### config.mk
export PLATFORM = sky130hd
export DESIGN_NAME = axis_uart_tx
export DESIGN_NICKNAME = d
export VERILOG_FILES = /design/src/rtl/axis_uart_tx.sv
export SDC_FILE = /design/constraint.sdc
export NUM_CORES = 1
export LEC_CHECK = 0
export BUFFER_PORTS_ARGS = -buffer_cell sky130_fd_sc_hd__buf_2
export CAP_MARGIN = 15
export CORE_AREA = 2 2 83 101
export CTS_BUF_LIST = sky130_fd_sc_hd__clkbuf_8
export DETAILED_ROUTE_END_ITERATION = 8
export DIE_AREA = 0 0 85 103
export GPL_ROUTABILITY_DRIVEN = 0
export PLACE_DENSITY = 0.56
export SYNTH_ARGS = -nofsm -noshare
export SYNTH_HDL_FRONTEND = slang
export SYNTH_SLANG_ARGS = --single-unit
### constraint.sdc
create_clock -name clk -period 1.83 [get_ports clk]
set_clock_uncertainty 0.05 [all_clocks]
set_input_delay 0.366 -clock clk [delete_from_list [all_inputs] [get_ports clk]]
set_output_delay 0.366 -clock clk [all_outputs]
set_load 0.01 [all_outputs]
### src/rtl/axis_uart_tx.sv
// AXI-Stream byte sink that buffers beats in a small FIFO and serialises them
// as start / DATA_WIDTH data bits (LSB first) / stop characters on tx.
//
// state | meaning
// IDLE  | line high, waiting for the FIFO to hold a beat
// START | start bit (low) for CLKS_PER_BIT cycles
// DATA  | data bits, LSB first, CLKS_PER_BIT cycles each
// STOP  | stop bit (high); reloads straight into START when more data waits
module axis_uart_tx #(
   parameter int DATA_WIDTH   = 8,
   parameter int CLKS_PER_BIT = 16,
   parameter int FIFO_DEPTH   = 4
) (
   input  logic                  clk,
   input  logic                  rst,
   input  logic [DATA_WIDTH-1:0] s_axis_tdata,
   input  logic                  s_axis_tvalid,
   input  logic                  s_axis_tlast,
   output logic                  s_axis_tready,
   output logic                  tx,
   output logic                  busy,
   output logic                  frame_done
);

   localparam int PTR_W  = (FIFO_DEPTH > 1) ? $clog2(FIFO_DEPTH) : 1;
   localparam int CNT_W  = PTR_W + 1;
   localparam int BAUD_W = (CLKS_PER_BIT > 1) ? $clog2(CLKS_PER_BIT) : 1;
   localparam int BIT_W  = (DATA_WIDTH > 1) ? $clog2(DATA_WIDTH) : 1;

   localparam logic [CNT_W-1:0]  CNT_FULL  = CNT_W'(FIFO_DEPTH);
   localparam logic [BAUD_W-1:0] BAUD_LAST = BAUD_W'(CLKS_PER_BIT - 1);
   localparam logic [BIT_W-1:0]  BIT_LAST  = BIT_W'(DATA_WIDTH - 1);

   typedef enum logic [1:0] {
      IDLE  = 2'd0,
      START = 2'd1,
      DATA  = 2'd2,
      STOP  = 2'd3
   } state_t;

   state_t                state;
   logic [BAUD_W-1:0]     baud_cnt;
   logic [BIT_W-1:0]      bit_cnt;
   logic [DATA_WIDTH-1:0] shift_reg;
   logic                  last_flag;
   logic                  done_q;

   // each entry holds {tlast, tdata}
   logic [DATA_WIDTH:0]   fifo_mem [FIFO_DEPTH];
   logic [PTR_W-1:0]      wr_ptr;
   logic [PTR_W-1:0]      rd_ptr;
   logic [CNT_W-1:0]      count;
   logic [CNT_W-1:0]      count_nx;
   logic [DATA_WIDTH:0]   rd_entry;

   logic push;
   logic pop;
   logic fifo_empty;
   logic baud_end;
   logic leaving_stop;
   logic active_nx;

   always_comb begin
      push         = s_axis_tvalid && s_axis_tready;
      fifo_empty   = (count == '0);
      baud_end     = (baud_cnt == BAUD_LAST);
      leaving_stop = (state == STOP) && baud_end;
      pop          = !fifo_empty && ((state == IDLE) || leaving_stop);
      rd_entry     = fifo_mem[rd_ptr];

      count_nx = count;
      if (push && !pop) begin
         count_nx = count + CNT_W'(1);
      end else if (pop && !push) begin
         count_nx = count - CNT_W'(1);
      end

      // FSM will be out of IDLE after this edge
      active_nx = pop || ((state != IDLE) && !leaving_stop);
   end

   always_ff @(posedge clk) begin
      if (push) begin
         fifo_mem[wr_ptr] <= {s_axis_tlast, s_axis_tdata};
      end
   end

   always_ff @(posedge clk or posedge rst) begin
      if (rst) begin
         wr_ptr        <= '0;
         rd_ptr        <= '0;
         count         <= '0;
         s_axis_tready <= 1'b0;
         busy          <= 1'b0;
      end else begin
         if (push) begin
            wr_ptr <= wr_ptr + PTR_W'(1);
         end
         if (pop) begin
            rd_ptr <= rd_ptr + PTR_W'(1);
         end
         count         <= count_nx;
         s_axis_tready <= (count_nx != CNT_FULL);
         busy          <= active_nx || (count_nx != '0);
      end
   end

   // tx and frame_done trail the state by one cycle so both line up with
   // the edge where the previous bit actually ends on the wire
   always_ff @(posedge clk or posedge rst) begin
      if (rst) begin
         state      <= IDLE;
         baud_cnt   <= '0;
         bit_cnt    <= '0;
         shift_reg  <= '0;
         last_flag  <= 1'b0;
         done_q     <= 1'b0;
         frame_done <= 1'b0;
         tx         <= 1'b1;
      end else begin
         done_q     <= leaving_stop && last_flag;
         frame_done <= done_q;

         case (state)
            IDLE: begin
               tx       <= 1'b1;
               baud_cnt <= '0;
               bit_cnt  <= '0;
               if (pop) begin
                  shift_reg <= rd_entry[DATA_WIDTH-1:0];
                  last_flag <= rd_entry[DATA_WIDTH];
                  state     <= START;
               end
            end

            START: begin
               tx <= 1'b0;
               if (baud_end) begin
                  baud_cnt <= '0;
                  bit_cnt  <= '0;
                  state    <= DATA;
               end else begin
                  baud_cnt <= baud_cnt + BAUD_W'(1);
               end
            end

            DATA: begin
               tx <= shift_reg[0];
               if (baud_end) begin
                  baud_cnt  <= '0;
                  shift_reg <= {1'b0, shift_reg[DATA_WIDTH-1:1]};
                  if (bit_cnt == BIT_LAST) begin
                     bit_cnt <= '0;
                     state   <= STOP;
                  end else begin
                     bit_cnt <= bit_cnt + BIT_W'(1);
                  end
               end else begin
                  baud_cnt <= baud_cnt + BAUD_W'(1);
               end
            end

            STOP: begin
               tx <= 1'b1;
               if (baud_end) begin
                  baud_cnt <= '0;
                  if (pop) begin
                     shift_reg <= rd_entry[DATA_WIDTH-1:0];
                     last_flag <= rd_entry[DATA_WIDTH];
                     state     <= START;
                  end else begin
                     state <= IDLE;
                  end
               end else begin
                  baud_cnt <= baud_cnt + BAUD_W'(1);
               end
            end

            default: begin
               tx    <= 1'b1;
               state <= IDLE;
            end
         endcase
      end
   end

endmodule

**After elaboration in Yosys (flattened, before gate mapping)**

Memories as Yosys holds them, arrays and structs flattened.
Cells that the tools add are included.

- Bits in registers: 30
- Memory bits (writable): 36
- Bits of input ports: 12
- Output and inout bits: 4
- Memories kept: 1

- $add $sub $neg: 6
- Equal/unequal tests: 11
- Mux-type cells: 25
- Reduce and logical (&&, ||, !) cells: 27

Memories:

| name | depth | bits a word | read ports | clocked after Yosys merged registers in | wr ports | RTL line | text |
|---|---|---|---|---|---|---|---|
| fifo_mem | 4 | 9 | 1 | 0 | 1 | 49 | `logic [DATA_WIDTH:0] fifo_mem [FIFO_DEPTH];` |

Operator list:

| operator | number |
|---|---|
| $mux W8 | 3 |
| $pmux W8 S3 | 1 |
| $mux W3 | 5 |
| $mux W2 | 5 |
| $ne A2 B2 Y1 const B | 5 |
| $pmux W3 S3 | 1 |
| $reduce_bool A3 Y1 | 3 |
| $pmux W2 S4 | 1 |
| $pmux W4 S2 | 1 |
| $logic_and A1 B1 Y1 | 7 |
| $add A3 B1 Y3 const B | 2 |
| $reduce_and A3 Y1 | 2 |
| $mux W1 | 5 |
| $reduce_and A5 Y1 | 1 |
| $add A2 B1 Y2 const B | 2 |
| $add A4 B1 Y4 const B | 1 |
| $eq A2 B2 Y1 const B | 2 |
| $eq A4 B4 Y1 const B | 1 |
| $logic_not A1 Y1 | 4 |
| $mux W4 | 1 |
| $reduce_bool A2 Y1 | 2 |
| $eq A3 B3 Y1 const B | 1 |
| $logic_not A3 Y1 | 1 |
| $logic_or A1 B1 Y1 | 3 |
| 9 further kinds | 9 |

**Longest topological paths before layout**

Gate-level depths: netlist (run 1).

- Depth in word-level cells: 9
- Gate-level depth with buffers: 8
- Mapped depth without buffers: 6

**Worst setup path after synthesis (run 1)**

Ideal clock, no wire load.

- Path type: register to register
- Start point: register state[0]
- End point: register busy
- Data arrival time: 1772 ps
- Required time: 1641 ps
- Path slack: -131 ps
- Cell stages (with the launch flop): 6
- Buffers on the path: 0
- Clock period less this slack: 1961 ps
- Cells stage by stage: dfrtp_1 > ha_1 > a41oi_2 > mux2i_1 > o211ai_2 > or4_1

- Cells in the longest elaborated chain, start to end: 9
- Elaborated cells on any way between the ends: 16
- Classes of those cells: 1 x eq/ne; 2 x mux; 13 x reduce/logical

RTL lines:

| item | RTL line | text |
|---|---|---|
| start, declared | 41 | `state_t state;` |
| start signal, assigned | 112 | `state <= IDLE;` |
| start signal, assigned | 132 | `state <= START;` |
| start signal, assigned | 141 | `state <= DATA;` |
| $eq A2 B2 Y1 | 67 | `leaving_stop = (state == STOP) && baud_end;` |
| $logic_and A1 B1 Y1 | 67 |  |
| $logic_or A1 B1 Y1 (*) | 68 | `pop = !fifo_empty && ((state == IDLE) \|\| leaving_stop);` |
| $logic_and A1 B1 Y1 (*) | 68 |  |
| $logic_and A1 B1 Y1 / $logic_not A1 Y1 (equally long branches) | 74, 72 |  |
| $mux W3 / $logic_and A1 B1 Y1 (equally long branches) | 74, 72 |  |
| $mux W3 (*) | 72 | `if (push && !pop) begin` |
| via count_nx[2] | 53 | `logic [CNT_W-1:0] count_nx;` |
| $reduce_bool A3 Y1 (*) | 104 | `busy <= active_nx \|\| (count_nx != '0);` |
| $logic_or A1 B1 Y1 (*) | 104 |  |
| end signal, assigned | 104 |  |
| end, declared | 21 | `output logic busy,` |

The timed path passes the listed nets; every way through them passes the cells marked *.
A chain may end at the register's enable or synchronous reset.

**Worst setup path in the final report (run 1)**

- Start point: register state[1]
- End point: register state[1]

- Cells in the longest elaborated chain, start to end: 6
- Elaborated cells on any way between the ends: 14
- Classes of those cells: 8 x eq/ne; 1 x mux; 5 x reduce/logical

RTL lines:

| item | RTL line |
|---|---|
| $eq A2 B2 Y1 | 67, 124 |
| $logic_and A1 B1 Y1 | 67 |
| $logic_or A1 B1 Y1 | 68 |
| $logic_and A1 B1 Y1 | 68 |
| $ne A2 B2 Y1 (no source line) | - |
| $reduce_and A5 Y1 (no source line) | - |

Several ways; a longest one is shown, not always the timed one.

==> results of run 1 <==
==> routing by layer <==
metal	vias up	global-route usage	wire (um)
met1	872	0.177	2520
met3	7	0.0408	151
li1	866	-	-
met4	0	0.0623	86
met5	-	0	0
met2	23	0.213	2630
==> layout make-up <==
class | count | area, um2 | share of cell area
well taps | 95 | 119 | 0.0316
clock buffers | 9 | 124 | 0.0329
multi-input cells | 119 | 1190 | 0.317
inverters | 9 | 36.3 | 0.00965
flip-flops and latches | 66 | 1840 | 0.488
clock inverters | 7 | 80.1 | 0.0213
repair buffers | 50 | 374 | 0.0995
==> critical path: cells and delay by family, from the launching register on <==
family | cells | cell delay, ns
flops | 1 | 0.46
fa+ha+maj | 1 | 0.20
compound gates | 2 | 0.34
buf+inv | 3 | 0.35
simple gates | 2 | 0.40
==> path summary, 6_finish.rpt <==
kind / endpoint / slack (ns) / cells after the start
hold / removal: shift_reg[1]$_DFFE_PP0P_ / 0.03 / 3
max in group asynchronous: state[1]$_DFFE_PP0P_ / 1.37 / 3
setup reg to reg: state[1]$_DFFE_PP0P_ / -0.06 / 8
hold reg to reg: frame_done$_DFF_PP0_ / 0.30 / 0
min in group clk: fifo_mem[1][3]$_DFFE_PP_ / 0.19 / 1
setup / recovery: state[1]$_DFFE_PP0P_ / -0.06 / 8
==> cell families after synthesis <==
| group | count (synthesis) | share of synthesized area |
|---|---|---|
| xor+xnor | 5 | 0.0145 |
| fa+ha+maj | 15 | 0.0621 |
| flops | 66 | 0.607 |
| mux | 26 | 0.140 |
| buf+inv | 15 | 0.0265 |
| compound gates | 27 | 0.0729 |
| simple gates | 46 | 0.0774 |
==> per-stage QoR <==
step / area (um2) / utilization
after floorplan: 3070 / -
after global placement: 3480 / 0.442
after detailed placement: 3480 / 0.442
after CTS: 3740 / 0.474
after global routing: 3760 / 0.477
final: 3760 / 0.477
==> repair_timing <==
item,in CTS,in global routing
buffers inserted,3,0
hold endpoints to repair,0,0
gates resized for setup,9,5
pin swaps,8,2
endpoints found under the setup margin,13,14
==> Yosys cell counts (all sizes together), types with 4 or more instances <==
cell type / n
ha: 15
nor3: 4
a21oi: 4
nand2: 14
nor2: 6
buf: 4
dfrtp: 29
edfxtp: 36
and3: 7
xnor2: 4
mux4: 9
mux2: 16
inv: 9
==> layout by cell type, fill, tap and decap left out, types with 4 or more instances in the layout <==
cell type / instances
edfxtp_1: 36
nor2_1: 6
and3_1: 6
dfrtp_1: 27
inv_6: 4
xnor2_1: 4
buf_4: 30
mux2_4: 8
mux4_2: 9
nor3_1: 4
inv_1: 7
buf_2: 15
nand2_1: 13
mux2_2: 8
clkbuf_8: 9
ha_1: 10
==> power groups by stage <==
stage | clock [mW] | sequential, mW | combinational, mW
2_1_floorplan | 0 | 1.94 | 0.466
3_3_place_gp | 0 | 1.94 | 0.802
3_5_place_dp | 0 | 1.94 | 0.813
4_1_cts | 1.31 | 1.91 | 0.821
5_1_grt | 1.38 | 1.94 | 0.951
6_report | 1.27 | 1.91 | 0.847
==> impl_metrics.yaml, run 1 <==
synth:
  ys_warn_count: 0
  synth_edf_count: 36
  ys_seq_area_frac: 0.607
  synthTopCellsByArea: "edfxtp_1 (36%), dfrtp_1 (24%), mux4_2 (6.7%)"
  synth.cell_area_um2: 3020
  synth_top_cell_area_share: 0.358
  synth-async-reset-ratio: 0.455
  yosysUniqueCellTypes: 44
  synth_top_cell_by_area: "edfxtp_1"
  ys_ff_latch: 66
  ys.flop_type: "edfxtp_1"
  synth_fp_nets: 227
  synthCells: 200
  avgSynthCellArea_um2: 15.1
global_route:
  overflow: 0
  grt_pass1_vias: 1812
  antenna_found_initial: 0
  grt_first_pass_wirelength_um: 8990
  grt_usage: 0.137
  grt_max_degree: 31
worst_hold_path:
  min_path_type: "in -> async"
worst_setup_path:
  worstPathArrival_ns: 2.10
  cp_max_fo: 5
  critPathMaxStageDelay_ns: 0.46
  crit_top_cell: "buf_6"
  rr_startpoint: "state[1]$_DFFE_PP0P_"
  startpoint_type: "flip-flop"
  end_kind: "flip-flop"
  crit_chain: "ha_4 > or3_1 > a222oi_1 > buf_4 > buf_6 > buf_6 > nand2_2 > o21ai_1"
  critPathLaunch: "state[1]$_DFFE_PP0P_"
  worstPathRequired_ns: 2.05
  path_class: "reg -> reg"
  crit_slowest_cell: "dfrtp_2"
status:
  violations: "negative setup slack"
  outcome: "finished with violations"
placed_design:
  dp.cells: 336
  port_buffers: 15
  dp_hpwl_um: 3530
  dp_slack_ns: -0.105
clock_network:
  cts_hold_buf: 0
  clockBufferDepth: 2
  h-tree-depth: 3
  cts_tree: "done"
  cts.sinks: 66
  insertion_delay_ns: 0.34
  numCtsBuffers: 9
  cts_root_buffer: "clkbuf_8"
  path_clk_slew_ns: 0.08
final_layout:
  drive_gt1_frac: 0.435
  final_cell_count_no_fill: 355
  nNetsFinal: 282
  largest_reg_flops: 36
  n_antenna_cell: 0
  fill_cells: 666
  area_growth_pct: 24.5
sta:
  final_hold_viol_count: 0
  fin_crit_sh: 1.03
  period_needed_ns: 1.89
  slew_violations: 0
  setup_viol: 11
  rsz0062_at_grt: "yes"
  whs_ns: 0.0337
  tightest_slew_ns: 0.403
  timing.fmax_mhz: 530
  fin_tns_setup_ns: -0.412
  fin_ws_ns: -0.0570
  slew_headroom: 0.729
floorplanning:
  placementRows: 36
  die_area_um2: 8760
  die-height_um: 103
  ios: 16
  start_util: 0.383
  die_w_um: 85
  coreArea_um2: 7880
routing:
  vias_per_cell: 4.98
  routed_wl_um: 5390
  drtPass1Iterations: 4
  wire_per_inst_um: 15.2
  vias: 1768
  drt-initial-drc-count: 85
  antenna_left: 0
  drc: 0
power:
  p_total_mw: 4.02
  p_clk_frac: 0.315
  sw_frac_of_total: 0.288
  power_density_nw_per_um2: 1070
  p_int_mw: 2.87
  power_leakage_nw: 1.59
  pwr-share-comb: 0.211
  ir_worst_vdd_mv: 0.562
  power_frac_seq: 0.475
  p_switching_mw: 1.16
run:
  maxCapViolations: 0
No activity file was read; power rests on OpenSTA's default activity.
==> inputs of run 2 (changes only) <==
Settings changed: CORE_AREA 2 2 83 101 to 2 2 70 85, DIE_AREA 0 0 85 103 to 0 0 72 87, PLACE_DENSITY 0.56 to 0.75.
==> run 2 against run 1 <==
Net effect:
- the flow still finishes with violations (negative setup slack)
- combinational power shrank 4.8%
- final area shrank 2.6%
- critical path depth shrank 2
- sequential cell count is the same
- non-clock buffer count shrank 5
- critical path type unchanged
==> impl_metrics.yaml, run 2 (synthesized netlist as in run 1, its figures left out) <==
status:
  outcome: "finished with violations"
  violations: "negative setup slack"
routing:
  drtPass1Iterations: 4
  vias_per_cell: 5.61
  routed_wl_um: 5370
  vias: 1789
  antenna_left: 0
  wire_per_inst_um: 16.8
  drc: 0
  drt-initial-drc-count: 84
clock_network:
  numCtsBuffers: 9
  insertion_delay_ns: 0.33
  path_clk_slew_ns: 0.08
  cts_root_buffer: "clkbuf_8"
  h-tree-depth: 3
  cts_tree: "done"
  cts.sinks: 66
  clockBufferDepth: 2
floorplanning:
  coreArea_um2: 5520
  ios: 16
  die_area_um2: 6260
  start_util: 0.548
  placementRows: 30
  die_w_um: 72
  die-height_um: 87
worst_setup_path:
  crit_slowest_cell: "dfrtp_2"
  worstPathRequired_ns: 2.00
  cp_max_fo: 3
  worstPathArrival_ns: 2.06
  end_kind: "flip-flop"
  startpoint_type: "flip-flop"
  cp_top_family: "flip-flops"
  crit_chain: "buf_12 > ha_4 > or3_1 > a222oi_1 > buf_4 > a32oi_1"
  critPathBufInv: 2
  path_class: "reg -> reg"
  critPathMaxStageDelay_ns: 0.46
power:
  power_leakage_nw: 1.57
  power_density_nw_per_um2: 1080
  ir_worst_vdd_mv: 0.777
sta:
  whs_ns: 0.0403
  setup_viol: 11
  final_hold_viol_count: 0
  rsz0062_at_grt: "yes"
  fin_crit_sh: 1.04
  slew_headroom: 0.693
  period_needed_ns: 1.90
  slew_violations: 0
  fin_ws_ns: -0.0662
  tightest_slew_ns: 0.461
  timing.fmax_mhz: 527
final_layout:
  fill_cells: 368
  nNetsFinal: 277
  drive_gt1_frac: 0.416
  area_growth_pct: 21.3
  final_area_um2: 3660
  final_cell_mix: "edfxtp_1 (36), dfrtp_1 (27), buf_4 (27)"
  n_antenna_cell: 0
  layout_commonest_cell: "edfxtp_1"
  largest_reg_flops: 36
global_route:
  grt_usage: 0.190
  antenna_found_initial: 0
  grt_first_pass_wirelength_um: 8760
  grt_pass1_vias: 1827
  grt_max_degree: 31
  overflow: 0
placed_design:
  dp_hpwl_um: 3640
  place_area_um2: 3390
  port_buffers: 15
run:
  maxCapViolations: 0
worst_hold_path:
  min_path_type: "in -> async"
==> run 2: layout make-up <==
type                       count  area, um2  area share
tap                           64       80.1      0.0219
sequential                    66       1840       0.501
timing repair buffer          45        329      0.0898
inverter                       9       36.3     0.00990
clock buffer                   9        124      0.0338
multi-input combinational    119       1180       0.322
clock inverter                 7       81.3      0.0222
==> run 2: repair_timing <==
item / in CTS / in global routing
setup endpoints to repair: 12 / 13
buffers inserted: 1 / 2
hold buffers: 0 / 0
cloned: 0 / 0
resized for setup: 5 / 5
pin swaps: 3 / 2
==> run 2: per-layer routing <==
metal / global-route usage / vias to the layer above / part of all wire
met4: 0.0755 / 0 / 0.0086
met5: 0 / - / 0
met2: 0.332 / 31 / 0.54
met1: 0.222 / 897 / 0.42
li1: - / 857 / -
met3: 0.0521 / 4 / 0.028
==> run 2: final timing paths <==
check | slack (ns) | cells past startpoint | from | end
hold reg to reg | 0.30 | 0 | done_q$_DFF_PP0_ | frame_done$_DFF_PP0_
setup reg to reg | -0.07 | 6 | state[1]$_DFFE_PP0P_ | state[0]$_DFFE_PP0P_
min in group clk | 0.19 | 1 | s_axis_tdata[7] | fifo_mem[2][7]$_DFFE_PP_
hold / removal | 0.04 | 3 | rst | count[1]$_DFF_PP0_
setup / recovery | -0.07 | 6 | state[1]$_DFFE_PP0P_ | state[0]$_DFFE_PP0P_
max in group asynchronous | 1.36 | 3 | rst | tx$_DFF_PP1_
==> run 2: per-stage QoR <==
step | utilization | TNS, ns | worst slack (ns) | cells | power, mW
floorplan | - | -0.00909 | -0.00485 | 200 | 2.40
global placement | 0.615 | -0.244 | -0.0566 | 300 | 2.69
detailed placement | 0.615 | -0.690 | -0.106 | 300 | 2.74
CTS | 0.657 | -0.262 | -0.0598 | 317 | 4.00
global route | 0.664 | -1.06 | -0.165 | 319 | 4.19
finish | 0.664 | -0.416 | -0.0662 | 319 | 3.97
==> run 2: worst min-delay path, delay by kind of cell <==
| kind | cells | cell delay (ns) |
|---|---|---|
| buffers and inverters | 3 | 0.47 |
==> run 2: power by group <==
part / internal [mW] / leakage, nW / switching (mW) / total, mW
clock: 0.650 / 0.101 / 0.606 / 1.26
sequential: 1.82 / 0.692 / 0.0893 / 1.91
combinational: 0.366 / 0.772 / 0.440 / 0.806
